$ cat src/rtl/down_counter_timer.sv
// Loadable down-counter/timer: counts a loaded value down to zero and emits a one-cycle done pulse.
// Optional periodic mode: define DOWN_COUNTER_TIMER_AUTO_RELOAD_EN to reload from the last loaded value.
//
// state  | meaning
// S_IDLE | stopped, count held, enable ignored
// S_RUN  | counting down on enabled cycles, busy=1
// S_DONE | single cycle after the terminal edge, done=1, count=0
module down_counter_timer #(
    parameter int WIDTH = 4
) (
    input  logic             clock,
    input  logic             reset,
    input  logic             enable,
    input  logic             load,
    input  logic [WIDTH-1:0] load_value,
    output logic [WIDTH-1:0] count,
    output logic             busy,
    output logic             done
);

    typedef enum logic [1:0] {
        S_IDLE = 2'd0,
        S_RUN  = 2'd1,
        S_DONE = 2'd2
    } state_t;

    state_t           state_q, state_n;
    logic [WIDTH-1:0] reload_q, reload_n;
    logic [WIDTH-1:0] count_n;
    logic             busy_n;
    logic             done_n;

    always_ff @(posedge clock) begin
        if (!reset) begin
            state_q  <= S_IDLE;
            count    <= '0;
            reload_q <= '0;
            busy     <= 1'b0;
            done     <= 1'b0;
        end else begin
            state_q  <= state_n;
            count    <= count_n;
            reload_q <= reload_n;
            busy     <= busy_n;
            done     <= done_n;
        end
    end

    always_comb begin
        state_n  = state_q;
        count_n  = count;
        reload_n = reload_q;
        busy_n   = busy;
        done_n   = 1'b0;

        if (load) begin
            count_n  = load_value;
            reload_n = load_value;
            if (load_value != '0) begin
                state_n = S_RUN;
                busy_n  = 1'b1;
            end else begin
                state_n = S_IDLE;
                busy_n  = 1'b0;
            end
        end else begin
            case (state_q)
                S_IDLE: begin
                    busy_n = 1'b0;
                end
                S_RUN: begin
                    busy_n = 1'b1;
                    // count==0 never occurs in RUN; treating it as terminal keeps 0 from wrapping
                    if (enable) begin
                        if (count <= WIDTH'(1)) begin
                            done_n = 1'b1;
`ifdef DOWN_COUNTER_TIMER_AUTO_RELOAD_EN
                            count_n = reload_q;
                            state_n = S_RUN;
                            busy_n  = 1'b1;
`else
                            count_n = '0;
                            state_n = S_DONE;
                            busy_n  = 1'b0;
`endif
                        end else begin
                            count_n = count - WIDTH'(1);
                        end
                    end
                end
                S_DONE: begin
                    state_n = S_IDLE;
                    busy_n  = 1'b0;
                end
                default: begin
                    state_n = S_IDLE;
                    count_n = '0;
                    busy_n  = 1'b0;
                end
            endcase
        end
    end

endmodule
$ cat config.mk
export PLATFORM = sky130hd
export DESIGN_NAME = down_counter_timer
export DESIGN_NICKNAME = d
export VERILOG_FILES = /design/src/rtl/down_counter_timer.sv
export SDC_FILE = /design/constraint.sdc
export NUM_CORES = 1
export LEC_CHECK = 0
export BUFFER_PORTS_ARGS = -buffer_cell sky130_fd_sc_hd__buf_2
export CAP_MARGIN = 15
export CORE_AREA = 2 2 39 41
export DETAILED_ROUTE_END_ITERATION = 6
export DIE_AREA = 0 0 41 43
export HOLD_SLACK_MARGIN = 0.03
export PLACE_DENSITY_LB_ADDON = 0.1
export SYNTH_ARGS = -nofsm -noshare
export SYNTH_HDL_FRONTEND = slang
export SYNTH_SLANG_ARGS = --single-unit
$ cat constraint.sdc
create_clock -name clock -period 4.2 [get_ports clock]
set_clock_uncertainty 0.1 [all_clocks]
set_input_delay 1.26 -clock clock [delete_from_list [all_inputs] [get_ports clock]]
set_output_delay 1.26 -clock clock [all_outputs]
set_load 0.02 [all_outputs]
## Word-level counts from Yosys, hierarchy flattened

Index checks and enable logic that the tools add are counted.
Widths: inputs -> output; s select.

- $add $sub $neg: 1
- Order comparisons: 1
- Equality and inequality tests: 6
- Multiplexer cells: 15
- Bitwise logic cells: 3
- Reduce and logical (&&, ||, !) cells: 6

Operators by type and width:

| operator | number |
|---|---|
| $mux 4 | 3 |
| $pmux 4 s2 | 1 |
| $mux 1 | 7 |
| $mux 2 | 3 |
| $ne 3x3->1 const B | 2 |
| $le 4x1->1 const B | 1 |
| $pmux 2 s2 | 1 |
| $reduce_bool 4->1 | 1 |
| $reduce_or 4->1 | 1 |
| $sub 4x1->4 const B | 1 |
| $not 1->1 | 3 |
| $reduce_and 3->1 | 1 |
| $eq 2x1->1 const B | 1 |
| $eq 2x2->1 const B | 1 |
| $logic_not 2->1 | 1 |
| $ne 2x1->1 const B | 1 |
| $ne 2x2->1 const B | 1 |
| $reduce_and 2->1 | 1 |
| $reduce_or 2->1 | 1 |

- Register bits: 8
- Input bits: 8

## Logic depth before layout (Yosys ltp)

- Depth in word-level cells: 5
- Depth in mapped cells: 5
- Depth with buffers taken out: 5

## Least setup slack after synthesis

Ideal clock, no wire load.

- Path kind: input -> register
- From: input load
- To: register count[3]
- Library setup time: 70 ps
- Arrival: 1926 ps
- Data required time: 4030 ps
- Path slack: 2104 ps
- Cell stages on the path: 4
- Buffers on the path: 1
- Cells stage by stage: buf_6 nor3b_4 o221ai_1 a21oi_1

- Word-level cells in the longest chain between the ends: 2
- Elaborated cells on any way between the ends: 4
- Those cells by class: eq/ne (2); mux (1); reduce/logical (1)

RTL lines:

| what | line | source |
|---|---|---|
| start, declared | 14 | `input logic load,` |
| $ne 3x3->1 (no source line) or $ne 2x1->1 (tied branches) | -- |  |
| $reduce_and 2->1 (no source line) | -- |  |
| end signal, assigned | 42 | `count <= count_n;` |
| end, declared | 16 | `output logic [WIDTH-1:0] count,` |

Several ways; a longest one is shown, not always the timed one.
A chain may end at the register's enable or synchronous reset.

## Worst setup path after layout

- From: register count[2]
- To: output count[2]

No word-level cell between the ends.

==> summary.txt <==
Drt
  – DRC: 0
  – Wirelength per Cell: 12.1 um
  – Routed vias/inst: 5.08
  – Via Count: 391
  – Wirelength, routed: 934 um
  – Final ANT Viol Nets: 0
  – Iteration-0 DRC Markers: 3
  – DR pass1 iterations: 3

Floorplan
  – Initial core utilization: 33.5%
  – DIE AREA: 0.00176 sq mm
  – Die X: 41 um
  – Core area: 0.00138 sq mm
  – Die Span Y: 43 um
  – Ports: 14
  – # rows: 14

Critical path
  – Critical Path RT: 2840 ps
  – CP Launch Type: flop
  – Slowest stage cell on the critical path: dfxtp_1
  – Max FO, Critical Path: 6
  – Crit path max-delay family: flip-flops
  – Arrival @ worst endpoint: 900 ps
  – Setup CP Type: flop to primary output
  – Crit. End Element: primary output
  – Buf/Inv on CP: 1
  – Crit-path max cell delay: 430 ps
  – CP cell instances: buf_2

Finish
  – Area growth syn-to-layout: 18.4%
  – Commonest non-fill, non-tap cell in the layout: buf_2
  – Leading cell types in the layout, fill and taps excluded: buf_2 (13), dfxtp_1 (8)
  – Post-route design area: 548 sq um
  – Fraction of layout cells with a size suffix above 1: 31.1%
  – Finished Layout Cells: 77
  – N_diodes: 0
  – Nets: 73

STA
  – Final setup fails: 0
  – Pins Over Slew Limit: 0
  – RSZ-0062 raised after global routing: no
  – Tcrit/Tclk final: 53.8%
  – Tmin final: 2260 ps
  – Fin. Hold Viols: 0
  – Worst slew margin relative to its limit: 69.9%
  – Post-route setup TNS: 0 ps
  – F_max: 443 MHz
  – Slew @ Worst Pin: 450 ps

Placement
  – Placed Area: 526 sq um
  – Placed cell count: 74
  – PortBufs: 13
  – Gpl congestion: 0.756
  – Post-DP HPWL: 737 um

Power
  – P_leak: 0.239 nW
  – PwrDens: 346 mW/mm^2
  – Peak VDD IR: 0.000143 V

Logic synthesis
  – Post-synthesis net count: 57
  – Seq/Total Area, Yosys: 34.6%
  – Ys Warns: 0
  – Synth Area per Inst: 9.85 sq um
  – Synthesized-area fraction occupied by xor and xnor cells: 1.89%
  – Seq cells post-synth: 8
  – Adder-Cell Fraction of Synth Area: 5.41%
  – Synth cell types: 21
  – Post-synth top area cell: dfxtp_1
  – Area contributors post-synth: dfxtp_1 (35%), mux2i_1 (8.6%), o31ai_1 (6.5%)
  – Cell count after synthesis: 47
  – Mapped Area: 463 sq um
  – Synth Area in Simple Gates: 11.1%
  – Area share of the largest cell type after synthesis: 34.6%
  – Main combinational cell family by area after synthesis: compound AO/OA/AOI/OAI gates
  – Post-synthesis mux area share: 8.65%
  – Compound-Gate Fraction of Synth Area: 30.3%

Global routing
  – Vias in the first global route: 368
  – First-pass GRT wire length: 1.62 mm
  – Largest net degree at the start of global routing: 11
  – Congestion Overflow GR: 0
  – Initial antenna violation count: 0
  – GRT Total Usage: 14.3%

Run status
  – Status: finished clean

Clock network
  – CTS root buffer: clkbuf_4
  – CTS tree: yes
  – TritonCTS Sinks: 8
  – Worst-path clk slew: 60 ps
  – Post-CTS Setup Inserts: 0
  – Post-CTS Resized: 0
  – Worst skew pair latency: 260 ps
  – H-tree Lvls: 1
  – Clock Path Buffers: 2
  – # hold bufs at CTS: 0
  – CTS buffer count: 3

Flow run
  – MaxCap Viol Count: 0

Hold path
  – Hold WC Path Type: flop to flop
## final timing paths
check | to | cells after the start | from | slack [ps]
worst max-delay path | count[2] | 1 | count[2]$_SDFFE_PN0P_ | 1940
worst min-delay path | count[3]$_SDFFE_PN0P_ | 2 | count[3]$_SDFFE_PN0P_ | 520
worst max register to register | count[3]$_SDFFE_PN0P_ | 5 | count[0]$_SDFFE_PN0P_ | 2590
worst min register to register | count[3]$_SDFFE_PN0P_ | 2 | count[3]$_SDFFE_PN0P_ | 520
## layout make-up
type                       instances  area, sq um
sequential                         8          160
fill                             151          836
inverter                           4         15.0
timing repair buffer              13         65.1
multi-input combinational         33          265
clock buffer                       3         22.5
tap                               16         20.0
## sequential cells by signal (all words and copies together) (netlist names)
register,count
state_q,2
count,4
busy,1
done,1
## metrics by stage
stage	total power, mW	util, %	setup WS (ps)	hold WS (ps)
global route	0.202	39.6	1870	578
global placement	0.131	38.0	1930	536
finish	0.190	39.6	1940	523
floorplan	0.120	-	2100	498
CTS	0.193	39.6	1930	532
detailed placement	0.130	38.0	1950	515
## where the power goes
group	total (mW)	leakage, nW	internal (mW)	switching, mW
Sequential	0.0864	0.0661	0.0809	0.00550
Clock	0.0610	0.0138	0.0328	0.0282
Combinational	0.0424	0.159	0.0169	0.0255
Total	0.190	0.239	0.131	0.0592
## cells in the mapped netlist
| master | count |
|---|---|
| buf_6 | 2 |
| o41ai_1 | 1 |
| dfxtp_1 | 8 |
| o21ai_0 | 1 |
| xor2_1 | 1 |
| mux2i_1 | 4 |
| a21boi_1 | 2 |
| o31ai_1 | 4 |
| nor3b_4 | 1 |
| o31a_2 | 1 |
| o21a_1 | 1 |
| o211ai_1 | 3 |
| nor2_1 | 1 |
| a21oi_1 | 4 |
| inv_1 | 4 |
| o221ai_1 | 1 |
| ha_1 | 2 |
| nand2_1 | 1 |
| or2_1 | 1 |
| o31ai_2 | 1 |
| nor4_1 | 3 |
## kinds of logic (layout without fill, tap and decap cells)
logic type,count (synthesis),in the layout
fa+ha+maj,2,2
buf+inv,6,20
flops,8,8
simple gates,7,7
mux,4,4
compound gates,19,19
xor+xnor,1,1
## routing by layer
layer	global-route usage (%)	part of all wire [%]	up-vias
met1	20.8	54	164
met5	0	0	-
met2	15.9	37	11
li1	-	-	212
met4	10.0	2.8	0
met3	6.28	5.8	4
No activity file was read; power rests on OpenSTA's default activity.
